### src/rtl/mem_arbiter_if.sv
// Bundle between mem_arbiter and its clients: I/D-cache miss handlers, store path, main memory.
// The master modport is the arbiter's view; the slave modport is the caches/memory side.
interface mem_arbiter_if #(
  parameter int ADDR_W = 16,
  parameter int DATA_W = 16,
  parameter int WORDS  = 8
);
  localparam int WIDX_W = $clog2(WORDS);

  logic              i_miss_req;
  logic [ADDR_W-1:0] i_miss_addr;
  logic              d_miss_req;
  logic [ADDR_W-1:0] d_miss_addr;
  logic              d_wr_req;
  logic [ADDR_W-1:0] d_wr_addr;
  logic [DATA_W-1:0] d_wr_data;
  logic              mem_en;
  logic              mem_wr;
  logic [ADDR_W-1:0] mem_addr;
  logic [DATA_W-1:0] mem_wdata;
  logic [DATA_W-1:0] mem_rdata;
  logic [DATA_W-1:0] fill_data;
  logic [WIDX_W-1:0] fill_word;
  logic              i_fill_we;
  logic              d_fill_we;
  logic              i_fill_done;
  logic              d_fill_done;
  logic              d_wr_ack;
  logic              i_cache_busy;
  logic              d_cache_busy;

  modport master (
    input  i_miss_req, i_miss_addr, d_miss_req, d_miss_addr,
           d_wr_req, d_wr_addr, d_wr_data, mem_rdata,
    output mem_en, mem_wr, mem_addr, mem_wdata, fill_data, fill_word,
           i_fill_we, d_fill_we, i_fill_done, d_fill_done, d_wr_ack,
           i_cache_busy, d_cache_busy
  );

  modport slave (
    output i_miss_req, i_miss_addr, d_miss_req, d_miss_addr,
           d_wr_req, d_wr_addr, d_wr_data, mem_rdata,
    input  mem_en, mem_wr, mem_addr, mem_wdata, fill_data, fill_word,
           i_fill_we, d_fill_we, i_fill_done, d_fill_done, d_wr_ack,
           i_cache_busy, d_cache_busy
  );
endinterface

### src/rtl/mem_arbiter.sv
// Main-memory arbiter: block fills for I/D caches and write-through stores.
// Define MEM_ARB_RR_EN for round-robin between I and D misses (default: D over I).
module mem_arbiter #(
  parameter int ADDR_W  = 16,
  parameter int DATA_W  = 16,
  parameter int WORDS   = 8,
  parameter int MEM_LAT = 4
) (
  input  logic           clk,
  input  logic           rst,
  mem_arbiter_if.master  bus
);
  localparam int WIDX_W = $clog2(WORDS);

  typedef enum logic [1:0] {IDLE, WRITE, FILL_I, FILL_D} state_e;

  state_e            state_q;
  logic              mem_en_q;
  logic              mem_wr_q;
  logic              wr_ack_q;
  logic [ADDR_W-1:0] mem_addr_q;
  logic [DATA_W-1:0] mem_wdata_q;
  logic [WIDX_W-1:0] cnt_q;
  logic [MEM_LAT-1:0] vld_q;
  logic [WIDX_W-1:0] idx_q [MEM_LAT];
  logic              mask_wr_q;
  logic              mask_d_q;
  logic              mask_i_q;
`ifdef MEM_ARB_RR_EN
  logic              last_miss_q;
`endif

  logic wr_ok, dm_ok, im_ok, pick_d;
  logic grant_wr, grant_d, grant_i;
  logic issue_rd, ret_vld, ret_last;

  function automatic logic [ADDR_W-1:0] block_base(input logic [ADDR_W-1:0] a);
    return a & ~ADDR_W'(WORDS * 2 - 1);
  endfunction

  // A request just served is ignored for the one IDLE cycle that follows its done/ack.
  assign wr_ok = bus.d_wr_req   & ~mask_wr_q;
  assign dm_ok = bus.d_miss_req & ~mask_d_q;
  assign im_ok = bus.i_miss_req & ~mask_i_q;
`ifdef MEM_ARB_RR_EN
  assign pick_d = dm_ok & (~im_ok | ~last_miss_q);
`else
  assign pick_d = dm_ok;
`endif
  assign grant_wr = wr_ok;
  assign grant_d  = ~wr_ok & pick_d;
  assign grant_i  = ~wr_ok & ~pick_d & im_ok;

  assign issue_rd = mem_en_q & ~mem_wr_q;
  assign ret_vld  = vld_q[MEM_LAT-1];
  assign ret_last = ret_vld && (idx_q[MEM_LAT-1] == WIDX_W'(WORDS - 1));

  always_ff @(posedge clk) begin
    if (rst) begin
      state_q     <= IDLE;
      mem_en_q    <= 1'b0;
      mem_wr_q    <= 1'b0;
      wr_ack_q    <= 1'b0;
      mem_addr_q  <= '0;
      mem_wdata_q <= '0;
      cnt_q       <= '0;
      vld_q       <= '0;
      mask_wr_q   <= 1'b0;
      mask_d_q    <= 1'b0;
      mask_i_q    <= 1'b0;
      for (int j = 0; j < MEM_LAT; j++) idx_q[j] <= '0;
`ifdef MEM_ARB_RR_EN
      last_miss_q <= 1'b0;
`endif
    end else begin
      // Return pipeline: a read issued now returns MEM_LAT cycles later
      for (int j = MEM_LAT - 1; j > 0; j--) begin
        vld_q[j] <= vld_q[j-1];
        idx_q[j] <= idx_q[j-1];
      end
      vld_q[0] <= issue_rd;
      idx_q[0] <= cnt_q;

      wr_ack_q  <= 1'b0;
      mask_wr_q <= 1'b0;
      mask_d_q  <= 1'b0;
      mask_i_q  <= 1'b0;

      unique case (state_q)
        IDLE: begin
          mem_en_q <= 1'b0;
          mem_wr_q <= 1'b0;
          cnt_q    <= '0;
          if (grant_wr) begin
            state_q     <= WRITE;
            mem_en_q    <= 1'b1;
            mem_wr_q    <= 1'b1;
            mem_addr_q  <= bus.d_wr_addr;
            mem_wdata_q <= bus.d_wr_data;
            wr_ack_q    <= 1'b1;
          end else if (grant_d) begin
            state_q    <= FILL_D;
            mem_en_q   <= 1'b1;
            mem_addr_q <= block_base(bus.d_miss_addr);
`ifdef MEM_ARB_RR_EN
            last_miss_q <= 1'b1;
`endif
          end else if (grant_i) begin
            state_q    <= FILL_I;
            mem_en_q   <= 1'b1;
            mem_addr_q <= block_base(bus.i_miss_addr);
`ifdef MEM_ARB_RR_EN
            last_miss_q <= 1'b0;
`endif
          end
        end
        WRITE: begin
          state_q   <= IDLE;
          mem_en_q  <= 1'b0;
          mem_wr_q  <= 1'b0;
          mask_wr_q <= 1'b1;
        end
        FILL_I, FILL_D: begin
          if (mem_en_q) begin
            cnt_q      <= cnt_q + WIDX_W'(1);
            mem_addr_q <= mem_addr_q + ADDR_W'(2);
            if (cnt_q == WIDX_W'(WORDS - 1)) mem_en_q <= 1'b0;
          end
          if (ret_last) begin
            state_q  <= IDLE;
            mask_i_q <= (state_q == FILL_I);
            mask_d_q <= (state_q == FILL_D);
          end
        end
        default: state_q <= IDLE;
      endcase
    end
  end

  assign bus.mem_en       = mem_en_q;
  assign bus.mem_wr       = mem_wr_q;
  assign bus.mem_addr     = mem_addr_q;
  assign bus.mem_wdata    = mem_wdata_q;
  assign bus.d_wr_ack     = wr_ack_q;
  assign bus.fill_data    = bus.mem_rdata;
  assign bus.fill_word    = idx_q[MEM_LAT-1];
  assign bus.i_fill_we    = ret_vld  && (state_q == FILL_I);
  assign bus.d_fill_we    = ret_vld  && (state_q == FILL_D);
  assign bus.i_fill_done  = ret_last && (state_q == FILL_I);
  assign bus.d_fill_done  = ret_last && (state_q == FILL_D);
  assign bus.i_cache_busy = bus.i_miss_req & ~bus.i_fill_done;
  assign bus.d_cache_busy = (bus.d_miss_req & ~bus.d_fill_done) | (bus.d_wr_req & ~wr_ack_q);
endmodule
### src/flat_wrapper.sv
// flat-port wrapper written by rule: the top's interface ports become plain ports
module mem_arbiter_flat 
#(
  parameter int ADDR_W  = 16,
  parameter int DATA_W  = 16,
  parameter int WORDS   = 8,
  parameter int MEM_LAT = 4
)
  (clk, rst, bus_i_miss_req, bus_i_miss_addr, bus_d_miss_req, bus_d_miss_addr, bus_d_wr_req, bus_d_wr_addr, bus_d_wr_data, bus_mem_rdata, bus_mem_en, bus_mem_wr, bus_mem_addr, bus_mem_wdata, bus_fill_data, bus_fill_word, bus_i_fill_we, bus_d_fill_we, bus_i_fill_done, bus_d_fill_done, bus_d_wr_ack, bus_i_cache_busy, bus_d_cache_busy);
  mem_arbiter_if #(.ADDR_W(ADDR_W), .DATA_W(DATA_W), .WORDS(WORDS)) bus_i ();
  input  logic clk;
  input  logic rst;
  input wire logic [$bits(bus_i.i_miss_req)-1:0] bus_i_miss_req;
  input wire logic [$bits(bus_i.i_miss_addr)-1:0] bus_i_miss_addr;
  input wire logic [$bits(bus_i.d_miss_req)-1:0] bus_d_miss_req;
  input wire logic [$bits(bus_i.d_miss_addr)-1:0] bus_d_miss_addr;
  input wire logic [$bits(bus_i.d_wr_req)-1:0] bus_d_wr_req;
  input wire logic [$bits(bus_i.d_wr_addr)-1:0] bus_d_wr_addr;
  input wire logic [$bits(bus_i.d_wr_data)-1:0] bus_d_wr_data;
  input wire logic [$bits(bus_i.mem_rdata)-1:0] bus_mem_rdata;
  output wire logic [$bits(bus_i.mem_en)-1:0] bus_mem_en;
  output wire logic [$bits(bus_i.mem_wr)-1:0] bus_mem_wr;
  output wire logic [$bits(bus_i.mem_addr)-1:0] bus_mem_addr;
  output wire logic [$bits(bus_i.mem_wdata)-1:0] bus_mem_wdata;
  output wire logic [$bits(bus_i.fill_data)-1:0] bus_fill_data;
  output wire logic [$bits(bus_i.fill_word)-1:0] bus_fill_word;
  output wire logic [$bits(bus_i.i_fill_we)-1:0] bus_i_fill_we;
  output wire logic [$bits(bus_i.d_fill_we)-1:0] bus_d_fill_we;
  output wire logic [$bits(bus_i.i_fill_done)-1:0] bus_i_fill_done;
  output wire logic [$bits(bus_i.d_fill_done)-1:0] bus_d_fill_done;
  output wire logic [$bits(bus_i.d_wr_ack)-1:0] bus_d_wr_ack;
  output wire logic [$bits(bus_i.i_cache_busy)-1:0] bus_i_cache_busy;
  output wire logic [$bits(bus_i.d_cache_busy)-1:0] bus_d_cache_busy;
  assign bus_i.i_miss_req = bus_i_miss_req;
  assign bus_i.i_miss_addr = bus_i_miss_addr;
  assign bus_i.d_miss_req = bus_d_miss_req;
  assign bus_i.d_miss_addr = bus_d_miss_addr;
  assign bus_i.d_wr_req = bus_d_wr_req;
  assign bus_i.d_wr_addr = bus_d_wr_addr;
  assign bus_i.d_wr_data = bus_d_wr_data;
  assign bus_i.mem_rdata = bus_mem_rdata;
  assign bus_mem_en = bus_i.mem_en;
  assign bus_mem_wr = bus_i.mem_wr;
  assign bus_mem_addr = bus_i.mem_addr;
  assign bus_mem_wdata = bus_i.mem_wdata;
  assign bus_fill_data = bus_i.fill_data;
  assign bus_fill_word = bus_i.fill_word;
  assign bus_i_fill_we = bus_i.i_fill_we;
  assign bus_d_fill_we = bus_i.d_fill_we;
  assign bus_i_fill_done = bus_i.i_fill_done;
  assign bus_d_fill_done = bus_i.d_fill_done;
  assign bus_d_wr_ack = bus_i.d_wr_ack;
  assign bus_i_cache_busy = bus_i.i_cache_busy;
  assign bus_d_cache_busy = bus_i.d_cache_busy;
  mem_arbiter #(.ADDR_W(ADDR_W), .DATA_W(DATA_W), .WORDS(WORDS), .MEM_LAT(MEM_LAT)) u_core (.clk(clk), .rst(rst), .bus(bus_i));
endmodule
### config.mk
export PLATFORM = sky130hd
export DESIGN_NAME = mem_arbiter_flat
export DESIGN_NICKNAME = d
export VERILOG_FILES = /design/src/rtl/mem_arbiter_if.sv /design/src/rtl/mem_arbiter.sv /design/src/flat_wrapper.sv
export SDC_FILE = /design/constraint.sdc
export NUM_CORES = 1
export LEC_CHECK = 0
export BUFFER_PORTS_ARGS = -buffer_cell sky130_fd_sc_hd__buf_2
export CAP_MARGIN = 10
export CORE_MARGIN = 2
export CORE_UTILIZATION = 49
export CTS_CLUSTER_SIZE = 25
export DETAILED_ROUTE_END_ITERATION = 16
export GPL_TIMING_DRIVEN = 0
export PLACE_DENSITY = 0.88
export SETUP_SLACK_MARGIN = 0.1
export SYNTH_ARGS = -nofsm -noshare
export SYNTH_HDL_FRONTEND = slang
export SYNTH_SLANG_ARGS = --single-unit
export TNS_END_PERCENT = 100
### constraint.sdc
create_clock -name clk -period 3.5 [get_ports clk]
set_input_delay 0 -clock clk [delete_from_list [all_inputs] [get_ports clk]]
set_output_delay 0 -clock clk [all_outputs]
set_load 0.1 [all_outputs]
==> results.sh, run 1 <==
export IMPL_io_buffers=119
export IMPL_synth_area_top_cells="dfxtp_1, nand2_1, a21oi_1"
export IMPL_r2r_end="u_core.bus.mem_addr[13]$_SDFFE_PP0P_"
export IMPL_dpl_worst_slack_ps=1650
export IMPL_ys_warnings_count=0
export IMPL_criticalPathCategory="reg2out"
export IMPL_rsz0062_at_grt="false"
export IMPL_cap_violations=0
export IMPL_p_leak_nw=1.82
export IMPL_clock_sinks=59
export IMPL_r2r_start="u_core.bus.mem_addr[1]$_SDFFE_PP0P_"
export IMPL_synth_compound_area_share=0.182
export IMPL_min_to="u_core.bus.mem_addr[3]$_SDFFE_PP0P_"
export IMPL_gr_total_overflow=0
export IMPL_core_um2=5510
export IMPL_routed_via_density=5.37
export IMPL_critical_path_arrival_ps=2030
export IMPL_hold_violations=1
export IMPL_synth_area_um2=2780
export IMPL_syn_area_per_cell_um2=8.03
export IMPL_dp_cells=537
export IMPL_ys_seq_area_frac=0.425
export IMPL_cp_startpoint="u_core.state_q[1]$_SDFFE_PP0P_"
export IMPL_netlist_instances=346
export IMPL_skew_ps=6.66
export IMPL_synth_top_family_by_area="simple AND/OR/NAND/NOR gates"
export IMPL_synth_simple_area_share=0.280
export IMPL_fin_nets=582
export IMPL_rrSetupSlack_ps=1590
export IMPL_routedWlPerCell_um=14.0
export IMPL_area_growth_pct=38.6
export IMPL_die_y_um=79.3
export IMPL_synthAdderAreaFrac=0.0135
export IMPL_slew_headroom=0.590
export IMPL_synth_top_area_cell="dfxtp_1"
export IMPL_vias=3066
export IMPL_cts_tree="done"
export IMPL_wl_um=8000
export IMPL_setup_viol=0
export IMPL_post_cts_buffers=0
export IMPL_antenna_left=0
export IMPL_timing_hold_ws_ps=-0.997
export IMPL_post_route_period_util=0.579
export IMPL_grt_max_degree=11
export IMPL_ios=145
export IMPL_place_gp_congestion=0.940
export IMPL_status="finished with violations"
export IMPL_synth_xor_area_frac=0.00315
export IMPL_fin_setup_tns_ps=0
export IMPL_cts_buffer_depth=2
export IMPL_synthesis_nets=434
export IMPL_grt_pass1_wl_um=12400
export IMPL_ir_drop_v=0.000372
export IMPL_cts_root_buffer="clkbuf_8"
export IMPL_die_w_um=79.3
export IMPL_clkTransAtPathRegs_ps=60
export IMPL_crit_fanout=10
export IMPL_slew_viol_final=0
export IMPL_fmax_mhz=493
export IMPL_crit_chain="buf_2 > clkbuf_1 > nand3_1 > nand2_1 > o21ai_0 > buf_2"
export IMPL_track_usage=0.254
export IMPL_violations="negative hold slack"
export IMPL_worstHoldPathCells=3
export IMPL_drive_gt1_frac=0.329
export IMPL_holdBufCountCts=18
export IMPL_worstPathRequired_ps=3500
export IMPL_hold_start="bus_d_wr_addr[3]"
export IMPL_dieArea_um2=6290
export IMPL_initial_utilization=0.504
export IMPL_antenna_found_initial=0
export IMPL_fin_crit_ps=2030
export IMPL_cts_buffers_inserted=9
export IMPL_ys_types=48
export IMPL_crit_top_cell="buf_2"
export IMPL_synth_edf_count=0
export IMPL_synthMuxAreaShare=0.0113
export IMPL_fp_row_count=27
export IMPL_cts_resized=0
export IMPL_finalNonFillerCells=571
export IMPL_grt_pass1_vias=2684
export IMPL_slowest_delay_ps=450
export IMPL_rr_worst_depth=7
export IMPL_crit_path_start_kind="register"
export IMPL_synth_ff_type="dfxtp_1"
export IMPL_clk_latency_ps=320
export IMPL_htreeDepth=3
export IMPL_drc=0
export IMPL_detailedRoute_firstPassIterationCount=4
export IMPL_crit_slowest_cell="clkbuf_1"
export IMPL_num_antenna_cells=0
export IMPL_worst_slew_pin_slew_ps=612
export IMPL_hold_class="in2reg"
export IMPL_endpoint_kind="primary output"
export IMPL_timing_final_ws_setup_ps=1470
export IMPL_drtIter0Drc=199
export IMPL_ys_ff_latch=59
export IMPL_power_density_nw_per_um2=573
export IMPL_async_reset_ff_frac=0
export IMPL_dp_hpwl_um=5600
export IMPL_yosys_area_top_type_share=0.425
state kept, by name, summed over array words and instances (netlist names):
register and flops:
u_core.bus.d_wr_ack 1, u_core.mask_i_q 1, u_core.bus.mem_wdata 16, u_core.mask_wr_q 1, u_core.bus.mem_wr 1, u_core.cnt_q 3, u_core.bus.mem_addr 16, u_core.idx_q 12
u_core.mask_d_q 1, u_core.state_q 2, u_core.vld_q 4, u_core.bus.mem_en 1
worst max-delay path by stage:
stage                                                 to  slack (ps)  depth (start not counted)
CTS                                     bus_d_cache_busy        1480                          6
global route                            bus_d_cache_busy        1290                          6
floorplan                               bus_i_cache_busy         520                          3
detailed placement  u_core.bus.mem_addr[13]$_SDFFE_PP0P_        1650                          7
finish                                  bus_d_cache_busy        1470                          6
global placement    u_core.bus.mem_addr[13]$_SDFFE_PP0P_        1670                          7
cells in the mapped netlist (2+ instances only):
| library cell | count |
|---|---|
| nor2b_1 | 21 |
| a211oi_1 | 4 |
| a21oi_1 | 28 |
| o221ai_1 | 8 |
| a31oi_1 | 13 |
| o21ai_0 | 4 |
| nor3b_1 | 5 |
| nand2b_1 | 3 |
| ha_1 | 3 |
| clkbuf_1 | 14 |
| mux2i_1 | 2 |
| nor4_1 | 2 |
| nand4_1 | 4 |
| buf_4 | 17 |
| o211ai_1 | 2 |
| nor3_1 | 5 |
| nand2_1 | 71 |
| a22oi_1 | 6 |
| inv_1 | 5 |
| and2_1 | 4 |
| and3_1 | 5 |
| buf_2 | 7 |
| dfxtp_1 | 59 |
| nand3_1 | 8 |
| or4_1 | 2 |
| nor2_1 | 22 |
per-layer routing:
metal	vias up	track usage	part of all wire
li1	1488	-	-
met1	1429	0.302	0.41
met2	134	0.441	0.50
met3	15	0.0455	0.072
met4	0	0.122	0.020
met5	-	0	0
stage by stage:
| stage | instance area [um2] | util | power, mW |
|---|---|---|---|
| finish | 3850 | 0.699 | 2.20 |
| global route | 3850 | 0.699 | 2.29 |
| CTS | 3850 | 0.699 | 2.21 |
| detailed placement | 3470 | 0.631 | 1.60 |
| global placement | 3470 | 0.631 | 1.58 |
| floorplan | 2790 | - | 1.44 |
area by class of cell:
cell class / instances / area [um2]
buffer: 39 / 219
clock inverter: 5 / 52.6
timing repair buffer: 137 / 776
inverter: 5 / 18.8
clock buffer: 11 / 141
tap: 72 / 90.1
sequential: 59 / 1180
multi-input combinational: 243 / 1370
fill: 468 / 1660
kinds of logic (layout without fill, tap and decap cells):
logic type	count (synthesis)	after routing
multiplexers	3	3
flip-flops	59	59
buffers and inverters	44	197
AO/OA/AOI/OAI	77	77
adder cells (fa/ha/maj)	3	3
AND/OR/NAND/NOR	159	159
XOR/XNOR	1	1
power breakdown:
part           leakage, nW  internal [mW]  total, mW  switching (mW)
Clock               0.0991          0.344      0.599           0.255
Combinational         1.23          0.185      0.823           0.639
Sequential           0.483          0.728      0.782          0.0541
Total                 1.82           1.26       2.20           0.947
placed cells by master (no fill, tap or decap), types with 8 or more instances in the layout:
cell           count
nor2_1            22
nand2_1           71
buf_2            126
clkbuf_1          15
buf_4             17
a21oi_1           28
nor2b_1           21
dfxtp_1           59
dlygate4sd3_1     18
a31oi_1           13
nand3_1            8
clkbuf_8          10
o221ai_1           8
critical path: cells and delay by family, from the launching register on:
kind,cells,cell delay (ps)
AO/OA/AOI/OAI,1,80
buffers and inverters,3,950
flip-flops,1,320
AND/OR/NAND/NOR,2,350
Power figures use the tool's default switching activity.
==> run 2, diff against run 1 <==
CORE_UTILIZATION = 41   (was 49)
PLACE_DENSITY = 0.79   (was 0.88)
clock period = 1.73 ns   (was 3.5 ns; I/O delays follow)
==> run 2 against run 1 <==
  * Cell count up 3.7%
  * Sequential power rose by 110%
  * The run now ends clean
  * Clock power rose by 110%
  * Core utilization fell by 4.2 points
  * Sequential cell count unchanged
  * Highest routed layer unchanged
  * Non-clock buffer count grew 16
  * Largest power group unchanged
  * First-iteration DRC count increased by 19%
==> results.sh, run 2 (same netlist as run 1, synthesis figures left out) <==
export IMPL_status="finished, final reports clean"
export IMPL_setup_viol=0
export IMPL_worstPathRequired_ps=1930
export IMPL_hold_violations=0
export IMPL_area_growth_pct=52.8
export IMPL_die_w_um=86.3
export IMPL_fin_crit_ps=1660
export IMPL_clkTransAtPathRegs_ps=80
export IMPL_wl_um=8960
export IMPL_initial_utilization=0.430
export IMPL_skew_ps=6.15
export IMPL_place_gp_congestion=0.866
export IMPL_drive_gt1_frac=0.439
export IMPL_fp_row_count=29
export IMPL_seqCellArea_um2=1240
export IMPL_criticalPathCategory="reg2reg"
export IMPL_num_antenna_cells=0
export IMPL_mostFrequentLayoutCell="buf_2"
export IMPL_r2r_end="u_core.bus.mem_addr[11]$_SDFFE_PP0P_"
export IMPL_r2r_start="u_core.state_q[1]$_SDFFE_PP0P_"
export IMPL_dieArea_um2=7450
export IMPL_fill_cells=526
export IMPL_antenna_found_initial=0
export IMPL_core_um2=6460
export IMPL_stdcell_area_um2=4240
export IMPL_cts_tree="done"
export IMPL_routedWlPerCell_um=15.1
export IMPL_cap_violations=0
export IMPL_die_y_um=86.3
export IMPL_rsz0062_at_grt="true"
export IMPL_fin_nets=598
export IMPL_timing_hold_ws_ps=20.9
export IMPL_antenna_left=0
export IMPL_rr_worst_depth=6
export IMPL_dp_hpwl_um=5910
export IMPL_io_buffers=119
export IMPL_power_density_nw_per_um2=1110
export IMPL_gr_total_overflow=0
export IMPL_p_leak_nw=1.98
export IMPL_routed_via_density=5.40
export IMPL_dpl_cell_area_um2=3610
export IMPL_slew_viol_final=0
export IMPL_crit_path_start_kind="register"
export IMPL_worst_slew_pin_slew_ps=581
export IMPL_crit_fanout=10
export IMPL_slew_headroom=0.613
export IMPL_clk_latency_ps=340
export IMPL_critical_path_arrival_ps=1860
export IMPL_post_route_period_util=0.960
export IMPL_fmax_mhz=602
export IMPL_grt_max_degree=13
export IMPL_cp_startpoint="u_core.state_q[1]$_SDFFE_PP0P_"
export IMPL_ir_drop_v=0.000778
export IMPL_drc=0
export IMPL_drtIter0Drc=237
export IMPL_rrSetupSlack_ps=70
export IMPL_vias=3198
export IMPL_endpoint_kind="register"
export IMPL_cts_root_buffer="clkbuf_8"
export IMPL_final_cell_mix="buf_2, nand2_1, dfxtp_1"
export IMPL_crit_path_end="u_core.bus.mem_addr[11]$_SDFFE_PP0P_"
export IMPL_detailedRoute_firstPassIterationCount=6
export IMPL_grt_pass1_vias=2901
export IMPL_hold_class="in2reg"
export IMPL_track_usage=0.235
export IMPL_clock_sinks=59
export IMPL_ios=145
export IMPL_htreeDepth=3
export IMPL_multi_input_area_um2=1480
export IMPL_grt_pass1_wl_um=13700
export IMPL_cts_buffer_depth=2
export IMPL_cts_buffers_inserted=9
==> run 2: cell types whose count changed in the layout (fill, tap and decap cells not counted), moves of 3 or more <==
cell | before | now
clkbuf_1 | 15 | 8
buf_2 | 126 | 118
clkbuf_2 | 0 | 3
dfxtp_2 | 0 | 6
nand2_1 | 71 | 67
dfxtp_1 | 59 | 39
buf_6 | 0 | 5
buf_4 | 17 | 34
dfxtp_4 | 0 | 14
==> run 2: layout make-up <==
class	instances	area share
Clock inverter	7	0.0177
Tap cell	77	0.0227
Buffer	39	0.0622
Sequential cell	59	0.292
Clock buffer	9	0.0292
Multi-Input combinational cell	243	0.349
Inverter	5	0.00442
Timing Repair Buffer	153	0.222
==> run 2: how the worst min path moves through the flow <==
stage | from | end | slack (ps) | cells after the start
3_3_place_gp | bus_d_wr_data[13] | u_core.bus.mem_wdata[13]$_SDFFE_PP0P_ | 240 | 3
6_report | bus_d_wr_addr[8] | u_core.bus.mem_addr[8]$_SDFFE_PP0P_ | 20 | 3
3_5_place_dp | bus_d_wr_data[13] | u_core.bus.mem_wdata[13]$_SDFFE_PP0P_ | 250 | 3
2_1_floorplan | bus_d_wr_data[10] | u_core.bus.mem_wdata[10]$_SDFFE_PP0P_ | 140 | 2
5_1_grt | bus_d_wr_addr[8] | u_core.bus.mem_addr[8]$_SDFFE_PP0P_ | 3 | 3
4_1_cts | bus_d_wr_addr[8] | u_core.bus.mem_addr[8]$_SDFFE_PP0P_ | 6 | 3
==> run 2: stage by stage <==
stage          setup TNS (ps)   util  setup slack (ps)  total power, mW  cells
6_report                    0  0.657              68.5             4.70    592
5_1_grt                     0  0.657              18.4             4.89    592
4_1_cts                     0  0.637              99.5             4.61    585
3_5_place_dp             -321  0.559             -61.3             3.26    542
3_3_place_gp            -4.85  0.559             -4.85             3.24    542
2_1_floorplan            -639      -              -329             2.94    346
==> run 2: routing by layer <==
| metal | track usage | vias to the layer above | wire length [um] |
|---|---|---|---|
| li1 | - | 1528 | - |
| met2 | 0.386 | 207 | 4340 |
| met1 | 0.293 | 1442 | 3480 |
| met5 | 0 | - | 0 |
| met3 | 0.0686 | 21 | 985 |
| met4 | 0.0866 | 0 | 151 |
==> run 2: worst max-delay path: stages, from the launching register on <==
cell and delay (ps):
dfxtp_2 330, buf_6 130, a211o_1 320, and2_4 180, buf_2 200, a22oi_1 240
o22ai_1 110
==> run 2: where the power goes <==
part / switching, mW / total, mW / internal (mW)
registers: 0.127 / 1.61 / 1.49
logic: 1.34 / 1.82 / 0.480
clock network: 0.601 / 1.28 / 0.675
==> run 2: repair_timing <==
action,in CTS,in global routing
pin swaps,5,5
setup endpoints to repair,31,25
hold endpoints to repair,18,0
resized for setup,22,24
hold buffers,18,0
setup buffers,9,7
